[config.mk]
export PLATFORM = sky130hd
export DESIGN_NAME = decodifica_hamming_secded
export DESIGN_NICKNAME = d
export VERILOG_FILES = /design/src/rtl/decodifica_hamming_secded.sv
export SDC_FILE = /design/constraint.sdc
export NUM_CORES = 1
export LEC_CHECK = 0
export BUFFER_PORTS_ARGS = -buffer_cell sky130_fd_sc_hd__buf_4
export CORE_ASPECT_RATIO = 0.5
export CORE_UTILIZATION = 50
export DETAILED_ROUTE_END_ITERATION = 6
export GPL_ROUTABILITY_DRIVEN = 0
export GPL_TIMING_DRIVEN = 0
export PLACE_DENSITY = 0.85
export SLEW_MARGIN = 10
export SYNTH_ARGS = -nofsm -noshare
export SYNTH_HDL_FRONTEND = slang
export SYNTH_SLANG_ARGS = --single-unit
[constraint.sdc]
create_clock -name clk -period 2 [get_ports clk]
set_input_delay 0.2 -clock clk [delete_from_list [all_inputs] [get_ports clk]]
set_output_delay 0.2 -clock clk [all_outputs]
set_load 0.02 [all_outputs]
[src/rtl/decodifica_hamming_secded.sv]
// Pipelined Hamming SEC/SECDED decoder with a valid/ready stream interface.
// Stage 1 computes the syndrome and overall parity of the received word.
// Stage 2 classifies the error, corrects the data and presents the result.
// Saturating counters track corrected and uncorrectable words that the
// consumer actually accepted.
module decodifica_hamming_secded #(
    parameter int R      = 4,
    parameter int SECDED = 1,
    parameter int CONT_W = 16
) (
    input  logic                              clk,
    input  logic                              rst_n,
    input  logic [(2**R)-1+SECDED-1:0]        entrada,
    input  logic                              entrada_valida,
    output logic                              entrada_pronta,
    output logic [(2**R)-1-R-1:0]             saida,
    output logic [R-1:0]                      sindrome,
    output logic                              erro_corrigido,
    output logic                              erro_nao_corrigivel,
    output logic                              saida_valida,
    input  logic                              saida_pronta,
    input  logic                              limpa_contadores,
    output logic [CONT_W-1:0]                 cont_corrigidos,
    output logic [CONT_W-1:0]                 cont_nao_corrigiveis
);

    localparam int N = (2**R) - 1;
    localparam int K = N - R;

    // Code position (1-based) that carries data bit k; data bits occupy
    // every position that is not a power of two, in ascending order.
    function automatic int posicaoDado(input int k);
        int contador;
        int resultado;
        contador  = 0;
        resultado = 0;
        for (int pos = 1; pos <= N; pos++) begin
            if ((pos & (pos - 1)) != 0) begin
                if (contador == k) begin
                    resultado = pos;
                end
                contador++;
            end
        end
        return resultado;
    endfunction

    // ------------------------------------------------------------------
    // Pipeline control
    // ------------------------------------------------------------------
    logic avanca;
    logic handshake;

    // Stage 1 state
    logic [K-1:0] dados1_q,     dados1_d;
    logic         valido1_q,    valido1_d;
    logic [R-1:0] sindrome1_q,  sindrome1_d;
    logic         paridade1_q,  paridade1_d;

    // Stage 2 state (drives the outputs)
    logic [K-1:0] saida_q,      saida_d;
    logic [R-1:0] sindrome2_q,  sindrome2_d;
    logic         corrigido_q,  corrigido_d;
    logic         naoCorr_q,    naoCorr_d;
    logic         valido2_q,    valido2_d;

    // Counters
    logic [CONT_W-1:0] contCorr_q, contCorr_d;
    logic [CONT_W-1:0] contNao_q,  contNao_d;

    // Combinational helpers
    logic [K-1:0] dadosEntrada;
    logic [R-1:0] sindromeEntrada;
    logic         paridadeEntrada;
    logic         corrige;
    logic         naoCorrigivel;
    logic [K-1:0] dadosCorrigidos;

    assign avanca         = !valido2_q || saida_pronta;
    assign entrada_pronta = avanca;
    assign handshake      = valido2_q && saida_pronta;

    // ------------------------------------------------------------------
    // Stage 1: syndrome and overall parity of the incoming word
    // ------------------------------------------------------------------

    // Syndrome bit j is the XOR of every position whose index has bit j set.
    always_comb begin
        sindromeEntrada = '0;
        for (int pos = 1; pos <= N; pos++) begin
            for (int j = 0; j < R; j++) begin
                if (((pos >> j) & 1) == 1) begin
                    sindromeEntrada[j] = sindromeEntrada[j] ^ entrada[pos-1];
                end
            end
        end
    end

    assign paridadeEntrada = ^entrada;

    // Only the data positions need to travel down the pipe; the parity
    // positions are fully summarised by the syndrome and parity bits.
    for (genvar k = 0; k < K; k++) begin : g_dados
        localparam int P = posicaoDado(k);
        assign dadosEntrada[k]    = entrada[P-1];
        assign dadosCorrigidos[k] = dados1_q[k] ^ (corrige && (sindrome1_q == R'(P)));
    end

    // Stage 1 loads a new slot whenever the pipe advances, otherwise holds.
    always_comb begin
        dados1_d    = dados1_q;
        valido1_d   = valido1_q;
        sindrome1_d = sindrome1_q;
        paridade1_d = paridade1_q;
        if (avanca) begin
            dados1_d    = dadosEntrada;
            valido1_d   = entrada_valida;
            sindrome1_d = sindromeEntrada;
            paridade1_d = paridadeEntrada;
        end
    end

    // Stage 1 registers.
    always_ff @(posedge clk or negedge rst_n) begin
        if (!rst_n) begin
            dados1_q    <= '0;
            valido1_q   <= 1'b0;
            sindrome1_q <= '0;
            paridade1_q <= 1'b0;
        end else begin
            dados1_q    <= dados1_d;
            valido1_q   <= valido1_d;
            sindrome1_q <= sindrome1_d;
            paridade1_q <= paridade1_d;
        end
    end

    // ------------------------------------------------------------------
    // Stage 2: classification, correction and output registers
    // ------------------------------------------------------------------

    // With the extended bit, odd parity means a single error (possibly in
    // the extended bit itself when the syndrome is zero) and even parity
    // with a non-zero syndrome means a double error left uncorrected.
    always_comb begin
        corrige       = 1'b0;
        naoCorrigivel = 1'b0;
        if (SECDED != 0) begin
            if (paridade1_q) begin
                corrige = 1'b1;
            end else if (sindrome1_q != '0) begin
                naoCorrigivel = 1'b1;
            end
        end else if (sindrome1_q != '0) begin
            corrige = 1'b1;
        end
    end

    // Stage 2 captures the classified slot on advance; bubbles keep flags low.
    always_comb begin
        saida_d     = saida_q;
        sindrome2_d = sindrome2_q;
        corrigido_d = corrigido_q;
        naoCorr_d   = naoCorr_q;
        valido2_d   = valido2_q;
        if (avanca) begin
            saida_d     = dadosCorrigidos;
            sindrome2_d = sindrome1_q;
            corrigido_d = corrige && valido1_q;
            naoCorr_d   = naoCorrigivel && valido1_q;
            valido2_d   = valido1_q;
        end
    end

    // Stage 2 registers.
    always_ff @(posedge clk or negedge rst_n) begin
        if (!rst_n) begin
            saida_q     <= '0;
            sindrome2_q <= '0;
            corrigido_q <= 1'b0;
            naoCorr_q   <= 1'b0;
            valido2_q   <= 1'b0;
        end else begin
            saida_q     <= saida_d;
            sindrome2_q <= sindrome2_d;
            corrigido_q <= corrigido_d;
            naoCorr_q   <= naoCorr_d;
            valido2_q   <= valido2_d;
        end
    end

    assign saida               = saida_q;
    assign sindrome            = sindrome2_q;
    assign erro_corrigido      = corrigido_q;
    assign erro_nao_corrigivel = naoCorr_q;
    assign saida_valida        = valido2_q;

    // ------------------------------------------------------------------
    // Error statistics
    // ------------------------------------------------------------------

    // Counters step only on an accepted word, saturate at all-ones, and a
    // clear request overrides any increment in the same cycle.
    always_comb begin
        contCorr_d = contCorr_q;
        contNao_d  = contNao_q;
        if (limpa_contadores) begin
            contCorr_d = '0;
            contNao_d  = '0;
        end else if (handshake) begin
            if (corrigido_q && (contCorr_q != '1)) begin
                contCorr_d = contCorr_q + 1'b1;
            end
            if (naoCorr_q && (contNao_q != '1)) begin
                contNao_d = contNao_q + 1'b1;
            end
        end
    end

    // Counter registers.
    always_ff @(posedge clk or negedge rst_n) begin
        if (!rst_n) begin
            contCorr_q <= '0;
            contNao_q  <= '0;
        end else begin
            contCorr_q <= contCorr_d;
            contNao_q  <= contNao_d;
        end
    end

    assign cont_corrigidos      = contCorr_q;
    assign cont_nao_corrigiveis = contNao_q;

endmodule

==> impl_summary.log, run 1 <==
[metrics] end of the worst register-to-register path: cont_nao_corrigiveis[5]
[metrics] First DRT Iteration DRCs: 218
[metrics] area share of and/or/nand/nor cells after synthesis: 0.249
[metrics] number of setup violations in the final report: 0
[metrics] maximum level of the CTS H-tree: 3
[metrics] combinational family with the most area after synthesis: simple AND/OR/NAND/NOR gates
[metrics] total power density per cell area: 960 mW/mm2
[metrics] leakage power: 2.01 nW
[metrics] final routed wire length divided by cell count: 14.5 um
[metrics] Post-Synth XOR/XNOR Area: 0.158
[metrics] root cell of the clock tree: clkbuf_16
[metrics] maximum vdd drop: 0.000508 V
[metrics] TritonCTS clock tree: built
[metrics] launching instance or port of the critical path: cont_nao_corrigiveis[3]
[metrics] vias per cell: 5.44
[metrics] Synth Net Count: 388
[metrics] source-to-sink clock delay at the later pin of the worst-skew pair: 330 ps
[metrics] routed vias: 2951
[metrics] P&R area growth vs syn: 30.5%
[metrics] type of origin of the critical path: flop
[metrics] sinks on the clock net: 67
[metrics] Port Buffer Count: 71
[metrics] post-layout utilization of the core: 0.705
[metrics] HP Start: limpa_contadores
[metrics] placement-stage worst setup slack: -63.5 ps
[metrics] fin. max-slew vios: 0
[metrics] effective utilization at floorplan: 0.540
[metrics] die extent in y: 60.5 um
[metrics] most frequent cell on the critical path: nand4_1
[metrics] count of nets after finishing: 472
[metrics] flops & latches, synth: 67
[metrics] depth of the worst register-to-register path: 5
[metrics] area fraction in compound gates after synthesis: 0.0710
[metrics] count of unique library cells instantiated by Yosys: 36
[metrics] f_max: 519 MHz
[metrics] critical path's largest stage delay: 640 ps
[metrics] drt pass-1 iters: 6
[metrics] Worst Path Arrival: 2120 ps
[metrics] adder and majority cell fraction of the synthesized area: 0.00732
[metrics] mean instance size in the synthesized netlist: 9.37 um2
[metrics] final wirelength: 7.88 mm
[metrics] hold worst-path end: cont_nao_corrigiveis[2]
[metrics] slew at the pin closest to its max-slew limit: 813 ps
[metrics] HPWL after detailed placement: 5.30 mm
[metrics] clock-pin slew on the worst setup and hold paths: 50 ps
[metrics] total number of yosys warnings: 0
[metrics] cts bufs inserted: 9
[metrics] overflow left after global routing: 0
[metrics] chip width: 119 um
[metrics] slew margin rel.: 0.458
[metrics] proportion of layout cells with a drive suffix above 1: 0.236
[metrics] worst min path class: input port to flop
[metrics] critical path, cell by cell: nand4_1 -> or4b_4 -> nand4_1 -> xor2_1 -> nor2_1
[metrics] die area: 0.00720 mm2
[metrics] number of antenna violations at the first check in global routing: 0
[metrics] CTS Buffer Depth: 2
[metrics] outcome: completed
[metrics] period utilization: 0.964
[metrics] slack of the worst reg-to-reg path: 70 ps
[metrics] final critical-path setup slack: 71.4 ps
[metrics] type of the worst setup path: flop to flop
[metrics] setup repair after global routing missed its margin: yes
[metrics] fraction of the yosys area taken by sequential cells: 0.490
[metrics] wire length of the first global-routing pass: 12.4 mm
[metrics] Antenna Violating Nets Remaining: 0
[metrics] number of antenna diodes: 0
[metrics] slowest cell on the critical path: or4b_4
[metrics] Worst Hold Path Cells: 2
[metrics] endpoint type of the worst setup path: flop
[metrics] Residual DRC: 0
[metrics] count of mapped cells out of synthesis: 365
[metrics] Floorplan Core Area: 0.00633 mm2
[metrics] Final Hold Violating Endpoints: 0
[metrics] origin of the critical flop-to-flop path: cont_nao_corrigiveis[3]
[metrics] number of primary I/O pins: 72
[metrics] largest net degree at the start of global routing: 68
[metrics] data required time of the worst path: 2190 ps
[metrics] time the worst path needs with I/O delays and setup: 1930 ps
[metrics] cell count after placement: 524
[metrics] maximum fanout along the worst path: 7
[metrics] number of core rows: 20
[metrics] cell area after synthesis: 0.00342 mm2
[metrics] GRT Total Usage: 0.224
[metrics] number of max-capacitance violations reported: 0
[metrics] worst setup skew after layout: 6.28 ps
[metrics] number of global-route vias before repair: 2700
[metrics] mux share of post-synthesis cell area: 0.00585
[metrics] post-route insts no fill: 542
==> worst max-delay path, delay by kind of cell, from the launching register on <==
family                    cells  cell delay, ps
DFF                           1             460
xor gates and xnor gates      1             210
and+or+nand+nor               4            1120
==> layout make-up <==
| type | count | area [um2] |
|---|---|---|
| Buffer | 11 | 51.3 |
| Clock buffer | 11 | 243 |
| Clock inverter | 5 | 62.6 |
| Fill cell | 474 | 1870 |
| Inverter | 3 | 12.5 |
| Multi-Input combinational cell | 282 | 1740 |
| Sequential cell | 67 | 1680 |
| Tap cell | 88 | 110 |
| Timing Repair Buffer | 75 | 563 |
==> worst max path at each step <==
stage	end
after floorplan	cont_nao_corrigiveis[5]
after global placement	cont_nao_corrigiveis[4]
after detailed placement	cont_nao_corrigiveis[4]
after CTS	cont_corrigidos[9]
after global routing	cont_nao_corrigiveis[5]
final	cont_nao_corrigiveis[5]
==> through the flow <==
| step | total power [mW] | cell area (um2) | hold slack (ps) | setup TNS [ps] |
|---|---|---|---|---|
| after floorplan | 2.32 | 3420 | -95.6 | 0 |
| after global placement | 2.69 | 4070 | 347 | -95.6 |
| after detailed placement | 2.72 | 4070 | 345 | -193 |
| after CTS | 4.31 | 4410 | 76.8 | 0 |
| after global routing | 4.48 | 4470 | 84.4 | -15.4 |
| final | 4.28 | 4470 | 88.9 | 0 |
==> flip-flops by register name, indices dropped and copies added (netlist names) <==
| register | cells |
|---|---|
| cont_corrigidos | 16 |
| cont_nao_corrigiveis | 16 |
| dados1_q | 11 |
| erro_corrigido | 1 |
| erro_nao_corrigivel | 1 |
| paridade1_q | 1 |
| saida | 11 |
| saida_valida | 1 |
| sindrome | 4 |
| sindrome1_q | 4 |
| valido1_q | 1 |
==> placed cells by master (no fill, tap or decap), types with 2 or more instances in the layout <==
| master | count |
|---|---|
| nor2_1 | 38 |
| buf_4 | 73 |
| ha_1 | 2 |
| clkbuf_1 | 9 |
| dfrtp_1 | 63 |
| inv_1 | 2 |
| nor3b_1 | 2 |
| nand2_1 | 72 |
| or4_1 | 6 |
| o211ai_1 | 3 |
| clkinv_4 | 2 |
| o21ai_0 | 16 |
| clkinvlp_4 | 2 |
| mux2i_1 | 2 |
| a31oi_1 | 2 |
| o31ai_1 | 6 |
| nand3b_1 | 2 |
| clkbuf_16 | 9 |
| xnor3_1 | 2 |
| and3_1 | 7 |
| or3_1 | 3 |
| a21oi_1 | 12 |
| nor4_1 | 2 |
| nor3_1 | 9 |
| xnor2_1 | 33 |
| dfrtp_2 | 4 |
| nand4_1 | 7 |
| nand3_1 | 17 |
| xor2_1 | 19 |
| and4_1 | 5 |
| nand2b_1 | 2 |
| buf_2 | 2 |
==> synthesized netlist by cell type, drive strengths merged <==
cell type	number	area [um2]
a21oi	13	65.1
a31oi	2	12.5
and3	7	43.8
and4	6	52.6
buf	2	10.0
clkbuf	11	41.3
clkinv	1	3.75
dfrtp	67	1680
ha	2	25.0
inv	2	7.51
mux2i	2	20.0
nand2	72	270
nand2b	2	12.5
nand3	19	100
nand3b	2	15.0
nand4	7	43.8
nor2	38	143
nor2b	1	6.26
nor3	10	50.1
nor3b	2	15.0
nor4	3	18.8
nor4b	1	8.76
o2111ai	1	8.76
o211ai	3	22.5
o21ai	16	80.1
o31ai	6	45.0
o41ai	1	8.76
or3	3	18.8
or4	6	45.0
or4b	1	10.0
xnor2	34	305
xnor3	3	68.8
xor2	19	166
==> report_power, final <==
group / total [mW] / switching, mW / internal (mW)
logic: 0.973 / 0.544 / 0.430
registers: 1.73 / 0.180 / 1.55
clock network: 1.58 / 0.580 / 1.00
total: 4.28 / 1.30 / 2.98
==> cell families after synthesis <==
| group | after synthesis |
|---|---|
| and+or+nand+nor | 180 |
| DFF | 67 |
| xor gates and xnor gates | 56 |
| buffers and inverters | 16 |
| adders and majority gates | 2 |
| muxes | 2 |
| AOI/OAI and AO/OA | 42 |
==> repair_timing <==
| item | CTS | global route |
|---|---|---|
| hold buffers | 1 | 0 |
| gates resized for setup | 8 | 9 |
| endpoints found under the setup margin | 12 | 7 |
| cloned | 0 | 1 |
| hold endpoints to repair | 4 | 0 |
| setup buffers | 0 | 2 |
==> metal layers <==
metal / global-route usage / wire [um] / up-vias
met4: 0.0705 / 82 / 0
met1: 0.282 / 3480 / 1425
met2: 0.388 / 3920 / 87
met3: 0.0639 / 396 / 15
met5: 0 / 0 / -
li1: - / - / 1424
No activity file was read; power rests on OpenSTA's default activity.
==> run 2: changes to the inputs <==
--- a/config.mk
+++ b/config.mk
@@ -12,6 +12,7 @@
 export GPL_ROUTABILITY_DRIVEN = 0
 export GPL_TIMING_DRIVEN = 0
 export PLACE_DENSITY = 0.85
+export SETUP_SLACK_MARGIN = 0.3
 export SLEW_MARGIN = 10
 export SYNTH_ARGS = -nofsm -noshare
 export SYNTH_HDL_FRONTEND = slang
==> run 2 against run 1 <==
Wire length rose by 13%. Via count increased by 7.2%. Sequential power hardly changed. First-iteration DRC count rose by 28%. Sequential share of layout area down 1.9 points. Power down 2.6%. Die area is the same. Cell count grew 4.8%. Hold slack got worse by 20 ps. Maximum frequency is 7.6% higher. Critical path depth is 1 higher. Setup slack gained 140 ps.
==> impl_summary.log, run 2 (synthesis gave the netlist of run 1 again) <==
[metrics] period utilization: 0.896 (-0.0679)
[metrics] fin. max-slew vios: 0 (unchanged)
[metrics] slack of the worst reg-to-reg path: 210 ps (+140 ps)
[metrics] CTS Buffer Depth: 2 (unchanged)
[metrics] final critical-path setup slack: 207 ps (+136 ps)
[metrics] vias per cell: 5.57 (+2.3%)
[metrics] TritonCTS clock tree: built
[metrics] maximum vdd drop: 0.000513 V (+1.1%)
[metrics] maximum fanout along the worst path: 4 (-3)
[metrics] number of setup violations in the final report: 0 (unchanged)
[metrics] Clock power frac: 0.345 (-0.024)
[metrics] Worst Hold Path Cells: 2 (unchanged)
[metrics] Final Cell Area: 0.00473 mm2 (+6.0%)
[metrics] drt pass-1 iters: 5 (-1)
[metrics] Internal Pwr Total: 2.85 mW (-4.6%)
[metrics] overflow left after global routing: 0 (unchanged)
[metrics] outcome: completed
[metrics] root cell of the clock tree: clkbuf_16
[metrics] power share of the sequential group: 0.414 (+0.010)
[metrics] HPWL after detailed placement: 5.32 mm (+0.31%)
[metrics] routed vias: 3163 (+7.2%)
[metrics] f_max: 558 MHz (+7.6%)
[metrics] depth of the worst register-to-register path: 6 (+1)
[metrics] chip width: 119 um (unchanged)
[metrics] hold worst-path end: cont_nao_corrigiveis[2]
[metrics] slew margin rel.: 0.450 (-0.00763)
[metrics] HP Start: limpa_contadores
[metrics] Port Buffer Count: 71 (unchanged)
[metrics] end of the worst register-to-register path: cont_corrigidos[13]
[metrics] global routing met3 resource utilization: 0.0573 (-0.00658)
[metrics] switching fraction of total power: 0.319 (+0.0143)
[metrics] total power density per cell area: 882 mW/mm2 (-8.0%)
[metrics] leakage power: 2.12 nW (+5.8%)
[metrics] overall power of the completed layout: 4.18 mW (-2.6%)
[metrics] die area: 0.00720 mm2 (unchanged)
[metrics] Worst Path Arrival: 2040 ps (-80 ps)
[metrics] source-to-sink clock delay at the later pin of the worst-skew pair: 330 ps (about the same)
[metrics] setup repair after global routing missed its margin: yes
[metrics] global-route layer with the greatest usage: met2
[metrics] number of antenna diodes: 0 (unchanged)
[metrics] slowest cell on the critical path: or4_1
[metrics] clock-pin slew on the worst setup and hold paths: 50 ps (about the same)
[metrics] sinks on the clock net: 67 (unchanged)
[metrics] critical path's largest stage delay: 520 ps (-120 ps)
[metrics] number of antenna violations at the first check in global routing: 0 (unchanged)
[metrics] cell count after placement: 524 (unchanged)
[metrics] maximum level of the CTS H-tree: 3 (unchanged)
[metrics] largest net degree at the start of global routing: 68 (unchanged)
[metrics] worst min path class: input port to flop
[metrics] placement-stage worst setup slack: 95.4 ps (+159 ps)
[metrics] time the worst path needs with I/O delays and setup: 1790 ps (-136 ps)
[metrics] final routed wire length divided by cell count: 15.7 um (+7.8%)
[metrics] type of origin of the critical path: flop
[metrics] final wirelength: 8.90 mm (+13%)
[metrics] proportion of layout cells with a drive suffix above 1: 0.329 (+0.0935)
[metrics] Antenna Violating Nets Remaining: 0 (unchanged)
[metrics] number of core rows: 20 (unchanged)
[metrics] number of max-capacitance violations reported: 0 (unchanged)
[metrics] wire length of the first global-routing pass: 13.1 mm (+6.0%)
[metrics] critical path, cell by cell: and4_1 -> buf_6 -> nand3_4 -> o2111ai_4 -> or4_1 -> a21oi_1
[metrics] number of primary I/O pins: 72 (unchanged)
[metrics] post-route insts no fill: 568 (+4.8%)
[metrics] P&R area growth vs syn: 38.3%
[metrics] Final Hold Violating Endpoints: 0 (unchanged)
[metrics] most frequent standard cell in the layout excluding fill and tap cells: buf_4
[metrics] cts bufs inserted: 9 (unchanged)
[metrics] number of global-route vias before repair: 2817 (+4.3%)
[metrics] slew at the pin closest to its max-slew limit: 825 ps (+11.4 ps)
[metrics] endpoint type of the worst setup path: flop
[metrics] Floorplan Core Area: 0.00633 mm2 (unchanged)
[metrics] worst setup skew after layout: 6.36 ps (+0.0810 ps)
[metrics] switching power: 1.33 mW (+2.0%)
[metrics] Residual DRC: 0 (unchanged)
[metrics] die extent in y: 60.5 um (unchanged)
[metrics] combinational cell fraction of total power: 0.241 (+0.014)
[metrics] First DRT Iteration DRCs: 278 (+28%)
[metrics] leading cell types in the layout, fill and taps excluded: buf_4 (99), nand2_1 (71), dfrtp_1 (53)
[metrics] placement-stage cell area: 0.00414 mm2 (+1.7%)
[metrics] final-layout setup total negative slack: 0 ps (unchanged)
[metrics] met2 Usage GRT: 0.432 (+0.0443)
[metrics] GRT Total Usage: 0.240 (+0.0161)
[metrics] count of nets after finishing: 498 (+5.5%)
[metrics] launching instance or port of the critical path: cont_corrigidos[7]
[metrics] type of the worst setup path: flop to flop
[metrics] met1 track utilization from global routing: 0.286 (+0.00391)
[metrics] origin of the critical flop-to-flop path: cont_corrigidos[7]
[metrics] effective utilization at floorplan: 0.540 (unchanged)
[metrics] data required time of the worst path: 2240 ps (+50 ps)
run 2: changes by cell type in the layout (fill, tap and decap cells not counted), moves of 3 or more:
cell / previous run / this run
buf_4: 73 / 99
dfrtp_1: 63 / 53
dfrtp_2: 4 / 14
or4_1: 6 / 2
or4_4: 0 / 4
and4_1: 5 / 2
run 2: layout make-up:
type                       instances  area, um2
clock inverter                     5       38.8
buffer                            13       72.6
sequential                        67       1690
timing repair buffer              99        749
inverter                           3       16.3
multi-input combinational        282       1820
fill                             438       1600
tap                               88        110
clock buffer                      11        233
run 2: critical path: cells and delay by family (launching register included):
family	cells	cell delay (ps)
and+or+nand+nor	3	820
buffers and inverters	1	130
AOI/OAI and AO/OA	2	340
DFF	1	410
run 2: what timing repair did:
item | CTS | global route
hold endpoints to repair | 12 | 0
endpoints found under the setup margin | 20 | 25
cloned | 1 | 0
pin swaps | 9 | 13
hold buffers | 1 | 0
buffers inserted | 13 | 13
gates resized for setup | 16 | 21
run 2: worst max-delay path by stage:
stage | endpoint | slack, ps | depth (start not counted)
CTS | cont_corrigidos[15] | 220 | 7
detailed placement | cont_corrigidos[15] | 100 | 6
floorplan | cont_corrigidos[9] | 230 | 7
global route | cont_nao_corrigiveis[14] | 100 | 5
global placement | cont_corrigidos[9] | 120 | 6
finish | cont_corrigidos[13] | 210 | 6
run 2: per-stage QoR:
stage / util / hold slack (ps)
after detailed placement: 0.653 / 347
final: 0.747 / 68.6
after CTS: 0.722 / 63.9
after global routing: 0.747 / 76.7
after global placement: 0.653 / 352
after floorplan: - / -95.6
run 2: power by group through the flow:
stage	sequential, mW	combinational [mW]	clock [mW]
after floorplan	1.86	0.464	0
after global placement	1.74	0.954	0
after detailed placement	1.75	0.970	0
after CTS	1.72	0.999	1.45
after global routing	1.75	1.09	1.52
final	1.73	1.01	1.44
run 2: routing by layer:
layer	vias up	part of all wire
met5	-	0
met4	0	0.016
met3	20	0.063
met2	156	0.50
met1	1509	0.42
li1	1478	-
==> run 3: changes to the inputs <==
--- a/config.mk
+++ b/config.mk
@@ -11,7 +11,7 @@
 export DETAILED_ROUTE_END_ITERATION = 6
 export GPL_ROUTABILITY_DRIVEN = 0
 export GPL_TIMING_DRIVEN = 0
-export PLACE_DENSITY = 0.85
+export PLACE_DENSITY = 0.75
 export SETUP_SLACK_MARGIN = 0.3
 export SLEW_MARGIN = 10
 export SYNTH_ARGS = -nofsm -noshare
==> constraint.sdc (replaced) <==
create_clock -name clk -period 2.08 [get_ports clk]
set_input_delay 0.208 -clock clk [delete_from_list [all_inputs] [get_ports clk]]
set_output_delay 0.208 -clock clk [all_outputs]
set_load 0.02 [all_outputs]
==> run 3 against run 2 <==
The run now ends with hold timing left. Wire length is 6.6% lower. Flip-flop and latch count did not move. Via count down 3.3%. Cell count down 0.35%. Non-clock buffer count shrank 2. First-iteration DRC count shrank 23%. Die area did not move. Sequential share of layout area up 0.38 points. Critical path depth rose by 1. Clock power is 3% higher. Maximum frequency up 1.4%. Cell area decreased by 1.1%.
==> impl_summary.log, run 3 (synthesis gave the netlist of run 1 again) <==
[metrics] final wirelength: 8.32 mm (-6.6%)
[metrics] First DRT Iteration DRCs: 214 (-23%)
[metrics] launching instance or port of the critical path: cont_corrigidos[6]
[metrics] detailed-route wire length on metal 1: 3.64 mm (-3.2%)
[metrics] slew at the pin closest to its max-slew limit: 824 ps (-0.201 ps)
[metrics] slowest cell on the critical path: or4_1
[metrics] time the worst path needs with I/O delays and setup: 1770 ps (-24.6 ps)
[metrics] Worst Path Arrival: 2030 ps (about the same)
[metrics] Port Buffer Count: 71 (unchanged)
[metrics] Antenna Violating Nets Remaining: 0 (unchanged)
[metrics] sinks on the clock net: 67 (unchanged)
[metrics] die extent in y: 60.5 um (unchanged)
[metrics] maximum level of the CTS H-tree: 3 (unchanged)
[metrics] count of nets after finishing: 496 (-0.40%)
[metrics] critical path, cell by cell: and4_1 -> buf_6 -> nand3_4 -> o2111ai_4 -> buf_6 -> or4_1 -> a21oi_2
[metrics] die area: 0.00720 mm2 (unchanged)
[metrics] outcome: complete, but fails checks
[metrics] chip width: 119 um (unchanged)
[metrics] TritonCTS clock tree: built
[metrics] wire length of the first global-routing pass: 13.4 mm (+2.0%)
[metrics] kind of cell adding the most delay to the critical path: simple AND/OR/NAND/NOR gates
[metrics] data required time of the worst path: 2340 ps (+100 ps)
[metrics] largest net degree at the start of global routing: 68 (unchanged)
[metrics] endpoint type of the worst setup path: flop
[metrics] HPWL after detailed placement: 5.54 mm (+4.2%)
[metrics] proportion of layout cells with a drive suffix above 1: 0.308 (-0.0216)
[metrics] most frequent standard cell in the layout excluding fill and tap cells: buf_4
[metrics] number of max-capacitance violations reported: 0 (unchanged)
[metrics] area used by sequential logic in the layout: 0.00169 mm2 (about the same)
[metrics] cts bufs inserted: 9 (unchanged)
[metrics] vias per cell: 5.40 (-2.9%)
[metrics] drt pass-1 iters: 4 (-1)
[metrics] number of core rows: 20 (unchanged)
[metrics] type of the worst setup path: flop to flop
[metrics] most frequent cell on the critical path: buf_6
[metrics] fin. max-slew vios: 0 (unchanged)
[metrics] worst hold margin: -10.7 ps (-79.3 ps)
[metrics] type of origin of the critical path: flop
[metrics] routed wire length on met3: 354 um (-37%)
[metrics] number of global-route vias before repair: 2959 (+5.0%)
[metrics] setup repair after global routing missed its margin: yes
[metrics] Met2 Routed Length: 4.21 mm (-5.1%)
[metrics] number of setup violations in the final report: 0 (unchanged)
[metrics] maximum fanout along the worst path: 7 (+3)
[metrics] maximum vdd drop: 0.000612 V (+19%)
[metrics] overflow left after global routing: 0 (unchanged)
[metrics] final routed wire length divided by cell count: 14.7 um (-6.3%)
[metrics] f_max: 566 MHz (+1.4%)
[metrics] slew margin rel.: 0.450 (about the same)
[metrics] total power density per cell area: 879 mW/mm2 (-0.37%)
[metrics] violated checks: hold timing
[metrics] filler instances: 433 (-1.1%)
[metrics] final-layout setup total negative slack: 0 ps (unchanged)
[metrics] leakage power: 2.11 nW (-0.52%)
[metrics] routed vias: 3059 (-3.3%)
[metrics] leading cell types in the layout, fill and taps excluded: buf_4 (96), nand2_1 (72), dfrtp_1 (54)
[metrics] CTS Buffer Depth: 2 (unchanged)
[metrics] placement-stage cell area: 0.00411 mm2 (-0.67%)
[metrics] number of buffer and inverter instances along the worst setup path: 2 (+1)
[metrics] GRT Total Usage: 0.242 (+0.00223)
[metrics] clock-pin slew on the worst setup and hold paths: 60 ps (about the same)
[metrics] worst min path class: input port to asynchronous set/reset pin
[metrics] root cell of the clock tree: clkbuf_16
[metrics] worst setup skew after layout: 5.43 ps (-0.929 ps)
[metrics] Residual DRC: 0 (unchanged)
[metrics] Floorplan Core Area: 0.00633 mm2 (unchanged)
[metrics] source-to-sink clock delay at the later pin of the worst-skew pair: 330 ps (about the same)
[metrics] P&R area growth vs syn: 36.8%
[metrics] Final Hold Violating Endpoints: 41 (+41)
[metrics] top routing layer used: met4
[metrics] origin of the critical flop-to-flop path: cont_corrigidos[6]
[metrics] period utilization: 0.850 (-0.0463)
[metrics] critical path's largest stage delay: 420 ps (-100 ps)
[metrics] multi-input logic area: 0.00178 mm2 (-2.2%)
[metrics] Final Cell Area: 0.00468 mm2 (-1.1%)
[metrics] number of primary I/O pins: 72 (unchanged)
[metrics] count of hold-fix buffers inserted at cts: 0 (-1)
[metrics] number of antenna violations at the first check in global routing: 0 (unchanged)
[metrics] effective utilization at floorplan: 0.540 (unchanged)
[metrics] number of antenna diodes: 0 (unchanged)
==> run 3: changes by cell type in the layout (fill, tap and decap cells not counted), sizes merged <==
cell,before,now
clkinvlp,1,0
clkbuf,20,25
buf,102,99
bufinv,0,1
dlygate4sd3,1,0
clkinv,4,1
==> run 3: final cells by class <==
| class | count | share of cell area |
|---|---|---|
| Buffer | 13 | 0.0150 |
| Clock buffer | 14 | 0.0543 |
| Clock inverter | 2 | 0.00749 |
| Inverter | 3 | 0.00294 |
| Multi-Input combinational cell | 282 | 0.380 |
| Sequential cell | 67 | 0.362 |
| Tap cell | 88 | 0.0235 |
| Timing Repair Buffer | 97 | 0.155 |
==> run 3: worst reg2reg max path, stage by stage (launching register included) <==
cell	delay [ps]
dfrtp_2	400
and4_1	210
buf_6	130
nand3_4	90
o2111ai_4	140
buf_6	170
or4_1	420
a21oi_2	140
==> run 3: path summary, 6_finish.rpt <==
check	to	slack [ps]	depth (start not counted)
max	cont_corrigidos[15]	310	7
min	dados1_q[9]	-10	1
max reg2reg	cont_corrigidos[15]	310	7
min reg2reg	sindrome[1]	470	2
max in group asynchronous	cont_nao_corrigiveis[11]	1510	1
min in group clk	cont_nao_corrigiveis[2]	70	2
==> run 3: metrics by stage <==
stage          instances  utilization  power, mW  setup WS, ps
4_1_cts              550        0.714       4.12           193
5_1_grt              566        0.739       4.30           251
3_5_place_dp         524        0.649       2.62           168
2_1_floorplan        365            -       2.24           298
6_report             566        0.739       4.11           312
3_3_place_gp         524        0.649       2.59           226
==> run 3: metal layers <==
layer / up-vias / GRT usage
met5: - / 0
met2: 86 / 0.438
met3: 15 / 0.0545
met4: 0 / 0.114
met1: 1481 / 0.288
li1: 1477 / -
==> run 3: what timing repair did <==
item                       in CTS  in global routing
pin swaps                       3                  8
gates cloned                    1                  0
resized for setup              16                 15
buffers inserted                9                 16
setup endpoints to repair      17                 19
==> run 3: where the power goes <==
| group | switching, mW | total [mW] | leakage [nW] | internal [mW] |
|---|---|---|---|---|
| logic | 0.525 | 0.956 | 1.13 | 0.431 |
| clock network | 0.533 | 1.49 | 0.141 | 0.960 |
| registers | 0.175 | 1.67 | 0.846 | 1.49 |
